File: config.mk
export PLATFORM = sky130hd
export DESIGN_NAME = leaf_uplink_arbiter
export DESIGN_NICKNAME = d
export VERILOG_FILES = /design/src/rtl/noc_flit_pkg.sv /design/src/rtl/leaf_flit_fifo.sv /design/src/rtl/leaf_uplink_arbiter.sv
export SDC_FILE = /design/constraint.sdc
export NUM_CORES = 1
export LEC_CHECK = 0
export ABC_AREA = 1
export CAP_MARGIN = 20
export CORE_MARGIN = 2
export CORE_UTILIZATION = 35
export CTS_CLUSTER_SIZE = 25
export DETAILED_ROUTE_END_ITERATION = 8
export GPL_TIMING_DRIVEN = 0
export PLACE_DENSITY_LB_ADDON = 0.2
export SETUP_SLACK_MARGIN = 0.3
export SYNTH_ARGS = -nofsm -noshare
export SYNTH_HDL_FRONTEND = slang
export SYNTH_HIERARCHICAL = 1
export SYNTH_SLANG_ARGS = --single-unit
File: constraint.sdc
create_clock -name clk -period 2.9 [get_ports clk]
set_input_delay 0.58 -clock clk [delete_from_list [all_inputs] [get_ports clk]]
set_output_delay 0.58 -clock clk [all_outputs]
set_load 0.005 [all_outputs]
File: src/rtl/noc_flit_pkg.sv
// noc_flit_pkg: flit field layout and type codes shared by leaf uplinks and the spine routing FSM
package noc_flit_pkg;
    localparam int FLIT_DWIDTH = 16;
    localparam int FTYPE_MSB = 15;
    localparam int FTYPE_LSB = 14;
    localparam int DEST_MSB = 13;
    localparam int DEST_LSB = 8;
    typedef enum logic [1:0] {
        FLIT_SINGLE = 2'b00,
        FLIT_HEAD   = 2'b01,
        FLIT_BODY   = 2'b10,
        FLIT_TAIL   = 2'b11
    } flit_type_e;
    typedef enum logic {ST_IDLE, ST_LOCKED} arb_state_e;
endpackage

File: src/rtl/leaf_flit_fifo.sv
// leaf_flit_fifo: show-ahead sync FIFO; writes while full and reads while empty are ignored
module leaf_flit_fifo #(
    parameter int DWIDTH     = 16,
    parameter int FIFO_DEPTH = 8
) (
    input  logic              clk,
    input  logic              reset,
    input  logic              wr_en,
    input  logic [DWIDTH-1:0] wr_data,
    input  logic              rd_en,
    output logic [DWIDTH-1:0] rd_data,
    output logic              full,
    output logic              empty
);
    localparam int AW = $clog2(FIFO_DEPTH);
    localparam int CW = AW + 1;
    logic [DWIDTH-1:0] mem_q [FIFO_DEPTH];
    logic [AW-1:0] wr_ptr_q, wr_ptr_d, rd_ptr_q, rd_ptr_d;
    logic [CW-1:0] count_q, count_d;
    logic wr, rd;
    assign full = count_q == CW'(FIFO_DEPTH);
    assign empty = count_q == '0;
    assign wr = wr_en && !full;
    assign rd = rd_en && !empty;
    assign rd_data = mem_q[rd_ptr_q];
    always_comb begin
        wr_ptr_d = wr_ptr_q + AW'(wr);
        rd_ptr_d = rd_ptr_q + AW'(rd);
        count_d = count_q + CW'(wr) - CW'(rd);
    end
    always_ff @(posedge clk) begin
        if (reset) begin
            wr_ptr_q <= '0;
            rd_ptr_q <= '0;
            count_q <= '0;
        end else begin
            wr_ptr_q <= wr_ptr_d;
            rd_ptr_q <= rd_ptr_d;
            count_q <= count_d;
        end
    end
    always_ff @(posedge clk) begin
        if (wr) mem_q[wr_ptr_q] <= wr_data;
    end
endmodule

File: src/rtl/leaf_uplink_arbiter.sv
// leaf_uplink_arbiter: per-source FIFOs, round-robin arbitration with wormhole lock,
// and a registered one-flit-per-cycle launch into a spine leaf port
module leaf_uplink_arbiter
    import noc_flit_pkg::*;
#(
    parameter int DWIDTH     = FLIT_DWIDTH,
    parameter int FIFO_DEPTH = 8,
    parameter int NUM_SRC    = 4
) (
    input  logic                      clk,
    input  logic                      reset,
    input  logic [NUM_SRC*DWIDTH-1:0] src_data,
    input  logic [NUM_SRC-1:0]        src_valid,
    output logic [NUM_SRC-1:0]        src_full,
    output logic [DWIDTH-1:0]         up_data,
    output logic                      up_valid,
    input  logic                      up_full,
    output logic [NUM_SRC-1:0]        drop_err,
    output logic                      proto_err
);
    localparam int SW = $clog2(NUM_SRC);
    logic [NUM_SRC-1:0] full, empty, pop_en;
    logic [DWIDTH-1:0] head [NUM_SRC];
    arb_state_e state_q, state_d;
    logic [SW-1:0] rr_ptr_q, rr_ptr_d, lock_src_q, lock_src_d, sel;
    logic up_valid_q, up_valid_d, proto_err_q, proto_err_d, pop;
    logic [DWIDTH-1:0] up_data_q, up_data_d;
    logic [NUM_SRC-1:0] drop_err_q, drop_err_d;
    flit_type_e ftype;
    for (genvar i = 0; i < NUM_SRC; i++) begin : g_fifo
        leaf_flit_fifo #(.DWIDTH(DWIDTH), .FIFO_DEPTH(FIFO_DEPTH)) u_fifo (
            .clk    (clk),
            .reset  (reset),
            .wr_en  (src_valid[i]),
            .wr_data(src_data[i*DWIDTH +: DWIDTH]),
            .rd_en  (pop_en[i]),
            .rd_data(head[i]),
            .full   (full[i]),
            .empty  (empty[i])
        );
    end
    assign src_full = full;
    assign up_valid = up_valid_q;
    assign up_data = up_data_q;
    assign drop_err = drop_err_q;
    assign proto_err = proto_err_q;
    // Descending scan so the nearest non-empty source after rr_ptr wins; a locked packet owns the port.
    always_comb begin
        sel = lock_src_q;
        if (state_q == ST_IDLE)
            for (int k = NUM_SRC; k >= 1; k--)
                if (!empty[rr_ptr_q + SW'(k)]) sel = rr_ptr_q + SW'(k);
        pop = !up_full && !empty[sel];
        ftype = flit_type_e'(head[sel][FTYPE_MSB:FTYPE_LSB]);
        pop_en = NUM_SRC'(pop) << sel;
        state_d = state_q;
        rr_ptr_d = rr_ptr_q;
        lock_src_d = lock_src_q;
        up_valid_d = pop;
        up_data_d = pop ? head[sel] : up_data_q;
        drop_err_d = drop_err_q | (src_valid & full);
        proto_err_d = proto_err_q;
        if (pop && state_q == ST_IDLE) begin
            state_d = ftype == FLIT_HEAD ? ST_LOCKED : ST_IDLE;
            lock_src_d = sel;
            rr_ptr_d = ftype == FLIT_HEAD ? rr_ptr_q : sel;
            proto_err_d = proto_err_q | (ftype == FLIT_BODY) | (ftype == FLIT_TAIL);
        end else if (pop) begin
            state_d = ftype == FLIT_TAIL ? ST_IDLE : ST_LOCKED;
            rr_ptr_d = ftype == FLIT_TAIL ? lock_src_q : rr_ptr_q;
            proto_err_d = proto_err_q | (ftype == FLIT_SINGLE) | (ftype == FLIT_HEAD);
        end
    end
    always_ff @(posedge clk) begin
        if (reset) begin
            state_q <= ST_IDLE;
            rr_ptr_q <= SW'(NUM_SRC - 1);
            lock_src_q <= '0;
            up_valid_q <= 1'b0;
            up_data_q <= '0;
            drop_err_q <= '0;
            proto_err_q <= 1'b0;
        end else begin
            state_q <= state_d;
            rr_ptr_q <= rr_ptr_d;
            lock_src_q <= lock_src_d;
            up_valid_q <= up_valid_d;
            up_data_q <= up_data_d;
            drop_err_q <= drop_err_d;
            proto_err_q <= proto_err_d;
        end
    end
endmodule

# Word-level counts from Yosys, hierarchy flattened
# Memory sizes are Yosys's and may differ from the RTL's. A register that Yosys moved wholly into a read port is not among the register bits.
# Cells that the tools add are included.
# totals
register_bits	67
ramBits	512
input_bits	71
memories	4
# op_classes
n_addsub	19
magnitude_cmp	6
n_eq_ne	8
shifts	1
n_mux	40
bitwise	8
n_reduce_logical	28
# mem_list
name	depth	width	rd	rd_ports_with_merged_regs	wr	line_no	text
g_fifo[0].u_fifo.mem_q	8	16	1	1	1	leaf_flit_fifo.sv:17	logic [DWIDTH-1:0] mem_q [FIFO_DEPTH];
g_fifo[1].u_fifo.mem_q	8	16	1	1	1	leaf_flit_fifo.sv:17	
g_fifo[2].u_fifo.mem_q	8	16	1	1	1	leaf_flit_fifo.sv:17	
g_fifo[3].u_fifo.mem_q	8	16	1	1	1	leaf_flit_fifo.sv:17	
# ops
operator	count
$bmux 16 s2	1
$mux 16	2
$add 3x1->3	8
$mux 1	19
$mux 2	9
$add 4x1->4	4
$eq 4x4->1 const B	4
$logic_not 4->1	4
$sub 4x1->4	4
$lt 2x3->1 const B	5
$mux 3	4
$bmux 1 s2	5
$logic_and 1x1->1	10
$logic_not 1->1	10
$add 2x2->2 const B	2
$and 4x4->4	1
$eq 2x2->1 const B	2
$or 1x1->1	4
$or 4x4->4	1
$reduce_bool 2->1	2
$shl 1x2->4	1
$ge 3x3->1 const B	1
$not 2->3	1
$reduce_and 3->1	1
5 further kinds	5

# Depth between registers and ports, before layout
# Gate-level depths: netlist (run 1).
# depth
word_depth	17
ltp_mapped	28
ltp_nobuf	27

# Hierarchy
# The synthesis (run 1) kept the hierarchy.
# by_module_without_submodules
module	instances	cells_each	area_each_um2	seq_area_each_um2
leaf_flit_fifo	4	631	6195.9	4043.9
leaf_uplink_arbiter	1	282	1848.0	540.5

# Least setup slack after synthesis (run 1)
# Ideal clock, no wire load.
# synth_timing
path_type	register to register
from	register g_fifo[2].u_fifo.count_q[2]
to	register g_fifo[2].u_fifo.count_q[2]
setup_ns	0.128
arrival_ns	3.030
required_time_ns	2.772
slack_ns	-0.258
path_stages_with_launch	28
path_buffers	1
period_less_slack_ns	3.158
cell_sequence	dfxtp_1 -> inv_1 -> ha_1 -> inv_1 -> nor2_1 -> inv_1 -> nand2_1 -> nand2_1 -> nand2_1 -> nand2_2 -> nand2_4 -> nand2_4 -> nand2_1 -> nand2_2 -> nand2_4 -> nand2_4 -> nor2_8 -> inv_4 -> buf_6 -> nor3_2 -> inv_1 -> nor2_1 -> ha_1 -> inv_1 -> ha_1 -> fa_1 -> xnor2_1 -> nor2_1
# synth_via
elab_chain_cells	15
elab_cells_between_ends	26
cone_classes	2 x add/sub; 1 x eq/ne; 1 x shift; 15 x mux; 7 x reduce/logical
# synth_lines
element	line_no	text
from (decl)	leaf_flit_fifo.sv:19	logic [CW-1:0] count_q, count_d;
from (signal assigned)	leaf_flit_fifo.sv:39	count_q <= count_d;
$logic_not 4->1 *	leaf_flit_fifo.sv:22	assign empty = count_q == '0;
named net empty[2]	leaf_uplink_arbiter.sv:22	logic [NUM_SRC-1:0] full, empty, pop_en;
$bmux 1 s2	leaf_uplink_arbiter.sv:52	if (!empty[rr_ptr_q + SW'(k)]) sel = rr_ptr_q + SW'(k);
$mux 1 (implied by the code)	leaf_uplink_arbiter.sv:52	
$mux 2 (4 in series)	leaf_uplink_arbiter.sv:52	
$mux 2	leaf_uplink_arbiter.sv:50	if (state_q == ST_IDLE)
$bmux 1 s2	leaf_uplink_arbiter.sv:53	pop = !up_full && !empty[sel];
$mux 1 (implied by the code)	leaf_uplink_arbiter.sv:53	
$logic_not 1->1	leaf_uplink_arbiter.sv:53	
$logic_and 1x1->1	leaf_uplink_arbiter.sv:53	
$shl 1x2->4 *	leaf_uplink_arbiter.sv:55	pop_en = NUM_SRC'(pop) << sel;
named net pop_en[2]	leaf_uplink_arbiter.sv:22	
$logic_and 1x1->1 *	leaf_flit_fifo.sv:24	assign rd = rd_en && !empty;
$sub 4x1->4 *	leaf_flit_fifo.sv:29	count_d = count_q + CW'(wr) - CW'(rd);
# Mark *: on every way through the listed nets, which the timed path passes. The rest lies on a longest branch. The select of a mux whose other input is x is not followed.
# A chain may end at the register's enable or synchronous reset.

# Worst setup path after layout (run 1)
# layout_timing
from	register g_fifo[3].u_fifo.count_q[3]
to	register g_fifo[2].u_fifo.count_q[1]
# layout_via
elab_chain_cells	15
elab_cells_between_ends	21
cone_classes	1 x add/sub; 1 x shift; 15 x mux; 4 x reduce/logical
# layout_lines
element	line_no
from (decl)	leaf_flit_fifo.sv:19
from (signal assigned)	leaf_flit_fifo.sv:39
$logic_not 4->1 *	leaf_flit_fifo.sv:22
named net empty[3]	leaf_uplink_arbiter.sv:22
$bmux 1 s2	leaf_uplink_arbiter.sv:52
$mux 1 (implied by the code)	leaf_uplink_arbiter.sv:52
$mux 2 (4 in series)	leaf_uplink_arbiter.sv:52
$mux 2	leaf_uplink_arbiter.sv:50
$bmux 1 s2	leaf_uplink_arbiter.sv:53
$mux 1 (implied by the code)	leaf_uplink_arbiter.sv:53
$logic_not 1->1	leaf_uplink_arbiter.sv:53
$logic_and 1x1->1	leaf_uplink_arbiter.sv:53
$shl 1x2->4 *	leaf_uplink_arbiter.sv:55
named net pop_en[2]	leaf_uplink_arbiter.sv:22
$logic_and 1x1->1 *	leaf_flit_fifo.sv:24
$sub 4x1->4 *	leaf_flit_fifo.sv:29
named net g_fifo[2].u_fifo.count_d[1]	leaf_flit_fifo.sv:19
# Marked as above.

==> results of run 1 <==
## Yosys cell counts (all sizes together)
master / instances / area [um2]
nand3: 283 / 1450
a21oi: 18 / 97.6
nor3: 34 / 180
inv: 622 / 2340
nand4: 4 / 25.0
or2: 14 / 87.6
nand2: 915 / 3480
dfxtp: 67 / 1340
edfxtp: 512 / 15400
fa: 4 / 80.1
o22ai: 14 / 87.6
a21o: 1 / 7.51
xnor2: 12 / 105
ha: 40 / 500
clkbuf: 11 / 42.5
o21ai: 49 / 260
nand3b: 1 / 20.0
nor2: 106 / 422
buf: 99 / 734
## registers in the layout, summed over array words and instances (netlist names)
register	count
up_data	16
drop_err	4
proto_err	1
g_fifo.u_fifo/count_q	16
g_fifo.u_fifo/mem_q	512
lock_src_q	2
g_fifo.u_fifo/wr_ptr_q	12
state_q	1
rr_ptr_q	2
up_valid	1
g_fifo.u_fifo/rd_ptr_q	12
## stage by stage
step           setup TNS [ns]   util
2_1_floorplan          -0.453      -
3_3_place_gp          -509.33  0.384
3_5_place_dp            -9.68  0.391
4_1_cts                 -3.61  0.426
5_1_grt                 -6.58  0.434
6_report                -3.04  0.434
## per-layer routing
metal | global-route usage | up-vias
li1 | - | 9299
met1 | 0.228 | 8794
met2 | 0.295 | 462
met3 | 0.0345 | 110
met4 | 0.0664 | 2
met5 | 0 | -
## kinds of logic (layout without fill, tap and decap cells)
logic type	count (synthesis)	in the layout
simple gates	1357	1357
buf+inv	732	1038
flops	579	579
compound gates	82	82
fa+ha+maj	44	44
xor+xnor	12	12
other cells	0	1
## area by class of cell
cell class / instances / area [um2]
flip-flops and latches: 579 / 16700
clock buffers: 88 / 1910
plain buffers: 110 / 792
clock inverters: 40 / 463
inverters: 622 / 2350
diodes: 1 / 2.50
well taps: 978 / 1220
repair buffers: 178 / 1770
multi-input cells: 1495 / 7580
fillers: 7093 / 42900
## what timing repair did
| action | in CTS | in global routing |
|---|---|---|
| gates resized for setup | 23 | 116 |
| setup endpoints to repair | 30 | 46 |
| buffers inserted | 23 | 24 |
| hold buffers | 0 | 0 |
| pin swaps | 19 | 42 |
## power groups by stage
stage / sequential, mW / clock [mW] / combinational, mW
final: 10.2 / 8.97 / 10.8
after global routing: 10.3 / 9.53 / 11.9
after detailed placement: 10.4 / 0 / 9.06
after CTS: 10.2 / 9.20 / 9.74
after global placement: 10.4 / 0 / 8.73
after floorplan: 10.2 / 0 / 6.04
## worst min-delay path by stage
stage,to,depth (start not counted)
2_1_floorplan,proto_err,2
3_3_place_gp,proto_err,2
3_5_place_dp,proto_err,2
4_1_cts,g_fifo[2].u_fifo/wr_ptr_q[0],2
5_1_grt,g_fifo[2].u_fifo/count_q[0],2
6_report,g_fifo[1].u_fifo/rd_ptr_q[0],2
## worst max-delay path, stage by stage (launching register included)
cell and delay (ns):
dfxtp_2 0.32, inv_2 0.06, ha_4 0.13, inv_4 0.03, nor2_4 0.09, buf_12 0.15, inv_4 0.04, nand2_4 0.06
o21ai_2 0.06, nand2_1 0.08, nand3_2 0.10, nand3_4 0.10, nand2_8 0.07, nand2_4 0.09, nand2_4 0.07, nor2_8 0.16
inv_6 0.04, buf_8 0.13, nor3_4 0.20, inv_2 0.07, nor2_4 0.13, ha_4 0.22, inv_2 0.06, ha_4 0.12
fa_2 0.42, inv_1 0.06, nor2_1 0.03
==> key figures, run 1 <==
Placed design
  • Routability congestion estimate: 0.851
  • DP HPWL: 49.4 mm
  • Cell Area, Placed: 29600 um2
  • I/O Buffers: 95
  • Place WS: -0.770 ns
  • Placed cell count: 3915

Status
  • Failing checks: negative setup slack
  • Status: complete, but fails checks

Timing
  • Final period util: 1.12
  • Hold_ws: 0.359 ns
  • Final hold violation count: 0
  • Fin. max-slew vios: 0
  • Slew HR: 0.321
  • Clk_skew: 0.0232 ns
  • Final min period: 3.26 ns
  • Achievable Freq: 307 MHz
  • Finish-stage setup viols: 14
  • Worst Setup Slack, final: -0.362 ns
  • Worst Max-Slew Pin Slew: 1.02 ns
  • RSZ-0062 raised after global routing: true

Layout
  • Layout cells sized above 1: 0.164
  • Final Net Count: 3170
  • Commonest non-fill, non-tap cells in the layout: nand2_1 (891), inv_1 (568), edfxtp_1 (512)
  • Final cell count without fillers: 4091
  • Area grow syn2layout: 23.3%
  • Post-Layout Inst Area: 32800 um2
  • Most common cell after layout, fill and taps aside: nand2_1

Power and ir drop
  • Maximum vdd drop: 0.541 mV
  • Pwr Total: 30.0 mW
  • Comb pwr share: 0.360
  • Clk pwr share: 0.299
  • Sw power: 10.5 mW
  • Internal: 19.4 mW
  • Leak Pwr: 14.5 nW
  • Power Dens Cells: 913 nW/um2
  • Switching Share: 0.352
  • Flop pwr share: 0.340

Route
  • Post-Route WL: 69.4 mm
  • DR WL met2: 33.2 mm
  • DRT iter0 DRCs: 1131
  • Via density: 4.56
  • Post-route DRC: 0
  • Metal-1 WL: 30.0 mm
  • Met3 wire length: 4.13 mm
  • Final ANT Viol Nets: 0
  • Top Layer Used: met5
  • Vias: 18700
  • Pre-antenna DRT Iters: 5
  • WL per Instance: 17.0 um

CTS
  • H-tree depth: 3
  • TritonCTS clock tree: done
  • CTS Root Cell: clkbuf_16
  • Clk_lat worst skew: 0.61 ns
  • Reg clk slew, reported paths: 0.06 ns
  • Clock Tree Buf Depth: 3
  • Cts bufs inserted: 69
  • Clk sink count: 579

Yosys
  • Syn_nets: 2921
  • Compound-Gate Fraction of Synth Area: 0.0170
  • Mux cell area share after synthesis: 0
  • Largest family of logic cells by synthesized area: simple AND/OR/NAND/NOR gates
  • Syn Area/Cell: 9.49 um2
  • Synth Area in XOR/XNOR: 0.00395
  • Synth unique cells: 35
  • Post-synthesis sequential area ratio: 0.628
  • Syn Inst Count: 2806
  • Post-Synth Adder-Cell Area: 0.0218
  • Synthesized area: 26600 um2
  • Flops & latches, synth: 579
  • Synthesis warning total: 6
  • Synth Area in Simple Gates: 0.213

Setup path
  • Reg2Reg Depth: 26
  • Worst R2R Start: g_fifo[3].u_fifo/count_q[3]
  • CP required: 3.37 ns
  • Worst reg2reg setup slack: -0.36 ns
  • Critical path endpoint: g_fifo[2].u_fifo/count_q[1]
  • Worst Path Arrival: 3.73 ns
  • Critical path class: flip-flop to flip-flop
  • CP endpoint kind: flip-flop
  • Critical path origin: g_fifo[3].u_fifo/count_q[3]
  • CP Launch Type: flip-flop
  • Worst-path fanout max: 6
  • RR Endpoint: g_fifo[2].u_fifo/count_q[1]

Die
  • Core area: 75700 um2
  • Row count: 101
  • Initial core utilization: 0.352
  • Ports: 97
  • Die Span Y: 280 um
  • DIE AREA: 78300 um2
  • Width of the die: 280 um

Global routing
  • Global-route wire length before repair: 105 mm
  • Total GRT Usage: 0.177
  • Initial antenna violation count: 2
  • Largest net degree at the start of global routing: 15
  • Vias in the first global route: 18300
  • Grt ovf: 0

Flow run
  • Max-Cap Viols: 0

Hold path
  • Type of the most critical hold path: input port to flip-flop
  • Worst hold start: reset
(Power assumes the default switching activity.)
==> inputs of run 2 (changes only) <==
==> constraint.sdc (replaced) <==
create_clock -name clk -period 3.35 [get_ports clk]
set_input_delay 0.67 -clock clk [delete_from_list [all_inputs] [get_ports clk]]
set_output_delay 0.67 -clock clk [all_outputs]
set_load 0.005 [all_outputs]
==> run 2 against run 1 <==
Compared with the run above: the flow now finishes without violations; combinational power decreased by 17%; critical path depth shrank 1; clock skew shrank 0.0079 ns; sequential power shrank 13%; total power is 17% lower; count of clock-buffer cells in the layout rose by 11; core utilization decreased by 0.55 points; register-to-register slack gained 0.43 ns; setup slack better by 0.43 ns; cell count shrank 0.37%; global-route usage up 0.090 points; clock power down 21%.
==> key figures, run 2 (synthesized netlist as in run 1, its figures left out) <==
Status
  • Status: completed

Hold path
  • Worst hold start: reset
  • Type of the most critical hold path: input port to flip-flop

Layout
  • # diodes: 0 (-1)
  • Final Net Count: 3163 (-0.22%)
  • Fill cell count: 7122 (+0.41%)
  • Util after Layout: 0.428 (-0.00549)
  • Register area: 16700 um2 (about the same)
  • Post-Layout Inst Area: 32400 um2 (-1.3%)
  • Multi-input logic area: 7470 um2 (-1.5%)
  • Commonest non-fill, non-tap cells in the layout: nand2_1 (894), inv_1 (579), edfxtp_1 (512)
  • Layout cells sized above 1: 0.147 (-0.0173)
  • Biggest register: g_fifo.u_fifo/mem_q
  • Max FFs per register: 512 (unchanged)
  • Area grow syn2layout: 21.7%
  • Most common cell after layout, fill and taps aside: nand2_1

Setup path
  • CP endpoint kind: flip-flop
  • Worst Path Arrival: 3.75 ns (+0.02 ns)
  • CP required: 3.81 ns (+0.44 ns)
  • Worst R2R Start: g_fifo[3].u_fifo/count_q[2]
  • Reg2Reg Depth: 25 (-3.8%)
  • RR Endpoint: g_fifo[2].u_fifo/count_q[1]
  • Top cell by count, worst path: inv_2
  • Critical path class: flip-flop to flip-flop
  • CP Launch Type: flip-flop
  • Critical path origin: g_fifo[3].u_fifo/count_q[2]
  • Worst reg2reg setup slack: 0.07 ns (+0.43 ns)
  • Critical path's slowest cell: fa_2
  • Slowest stage delay, CP: 0.44 ns (+0.02 ns)
  • Critical path endpoint: g_fifo[2].u_fifo/count_q[1]
  • Worst-path fanout max: 6 (unchanged)

Timing
  • Hold_ws: 0.460 ns (+0.100 ns)
  • Final period util: 0.980 (-0.144)
  • Slew HR: 0.354 (+0.0335)
  • Worst Setup Slack, final: 0.0658 ns (+0.427 ns)
  • Clk_skew: 0.0153 ns (-0.00792 ns)
  • Finish-stage setup viols: 0 (-14)
  • Final min period: 3.28 ns (+0.0227 ns)
  • Final hold violation count: 0 (unchanged)
  • Fin. max-slew vios: 0 (unchanged)
  • RSZ-0062 raised after global routing: true
  • Worst Max-Slew Pin Slew: 0.963 ns (-0.0556 ns)
  • Achievable Freq: 304 MHz (-0.69%)

CTS
  • TritonCTS clock tree: done
  • Clock Tree Buf Depth: 3 (unchanged)
  • H-tree depth: 3 (unchanged)
  • Cts bufs inserted: 66 (-4.3%)
  • CTS Hold Bufs: 0 (unchanged)
  • CTS Root Cell: clkbuf_16
  • Clk sink count: 579 (unchanged)
  • Clk_lat worst skew: 0.60 ns (about the same)
  • Reg clk slew, reported paths: 0.06 ns (about the same)

Global routing
  • Total GRT Usage: 0.178 (+0.000896)
  • Vias in the first global route: 18300 (+0.36%)
  • Grt ovf: 0 (unchanged)
  • Initial antenna violation count: 2 (unchanged)
  • Largest net degree at the start of global routing: 14 (-1)
  • Global-route wire length before repair: 105 mm (+0.57%)

Die
  • Die Span Y: 280 um (unchanged)
  • Initial core utilization: 0.352 (unchanged)
  • Core area: 75700 um2 (unchanged)
  • Ports: 97 (unchanged)
  • Width of the die: 280 um (unchanged)
  • DIE AREA: 78300 um2 (unchanged)
  • Row count: 101 (unchanged)

Placed design
  • Cell Area, Placed: 29400 um2 (-0.65%)
  • Routability congestion estimate: 0.818 (-3.9%)
  • I/O Buffers: 95 (unchanged)
  • DP HPWL: 49.6 mm (+0.31%)
  • Place WS: -0.291 ns (+0.479 ns)

Route
  • Post-route DRC: 0 (unchanged)
  • Vias: 18800 (+0.82%)
  • DRT iter0 DRCs: 1064 (-5.9%)
  • Final ANT Viol Nets: 0 (unchanged)
  • Pre-antenna DRT Iters: 7 (+2)
  • WL per Instance: 17.1 um (+0.64%)
  • Post-Route WL: 69.6 mm (+0.27%)
  • Via density: 4.62 (+1.2%)

Power and ir drop
  • Leak Pwr: 14.3 nW (-1.3%)
  • Maximum vdd drop: 0.511 mV (-5.6%)
  • Power Dens Cells: 767 nW/um2 (-16%)

Flow run
  • Max-Cap Viols: 0 (unchanged)
run 2: changes by cell type in the layout (fill, tap and decap cells not counted), sizes merged, moves of 3 or more:
cell | previous run | this run
clkbuf | 99 | 109
inv | 626 | 622
buf | 182 | 179
clkinv | 25 | 14
bufinv | 9 | 2
run 2: repair_timing:
item                                    CTS  global route
pin swaps                                25            39
setup buffers                            21            23
gates resized for setup                  59            78
endpoints found under the setup margin   24            24
run 2: metal layers:
metal,wire [um],part of all wire,GRT usage,vias up
met4,1840,0.026,0.0598,2
met3,3770,0.054,0.0312,116
li1,-,-,-,9249
met5,13,0.00019,0,-
met1,30500,0.44,0.230,9018
met2,33400,0.48,0.301,436
run 2: worst max-delay path, delay by kind of cell, from the launching register on:
kind | cells | cell delay, ns
buf+inv | 8 | 0.51
simple gates | 12 | 1.30
fa+ha+maj | 4 | 0.93
flops | 1 | 0.31
compound gates | 1 | 0.06
run 2: power by group:
part / total (mW) / switching (mW) / internal [mW]
Clock: 7.05 / 2.82 / 4.22
Combinational: 8.99 / 5.59 / 3.40
Sequential: 8.84 / 0.335 / 8.51
Total: 24.9 / 8.75 / 16.1
run 2: worst min path at each step:
| stage | to | slack, ns | cells past startpoint |
|---|---|---|---|
| after global placement | drop_err[1] | 0.45 | 2 |
| after detailed placement | drop_err[1] | 0.46 | 2 |
| final | g_fifo[0].u_fifo/rd_ptr_q[0] | 0.46 | 2 |
| after CTS | g_fifo[0].u_fifo/count_q[2] | 0.43 | 2 |
| after floorplan | proto_err | 0.46 | 2 |
| after global routing | g_fifo[0].u_fifo/wr_ptr_q[0] | 0.47 | 2 |
run 2: area by class of cell:
class | count | area share
plain buffers | 110 | 0.0243
repair buffers | 174 | 0.0540
flip-flops and latches | 579 | 0.516
multi-input cells | 1495 | 0.230
inverters | 622 | 0.0723
clock buffers | 99 | 0.0609
well taps | 978 | 0.0378
clock inverters | 19 | 0.00448
run 2: through the flow:
| step | TNS (ns) | cells | total power [mW] |
|---|---|---|---|
| floorplan | 0 | 2806 | 13.8 |
| global placement | -342.88 | 3879 | 16.2 |
| global route | -0.292 | 4076 | 26.3 |
| detailed placement | -2.17 | 3914 | 16.5 |
| CTS | 0 | 4053 | 24.2 |
| finish | 0 | 4076 | 24.9 |
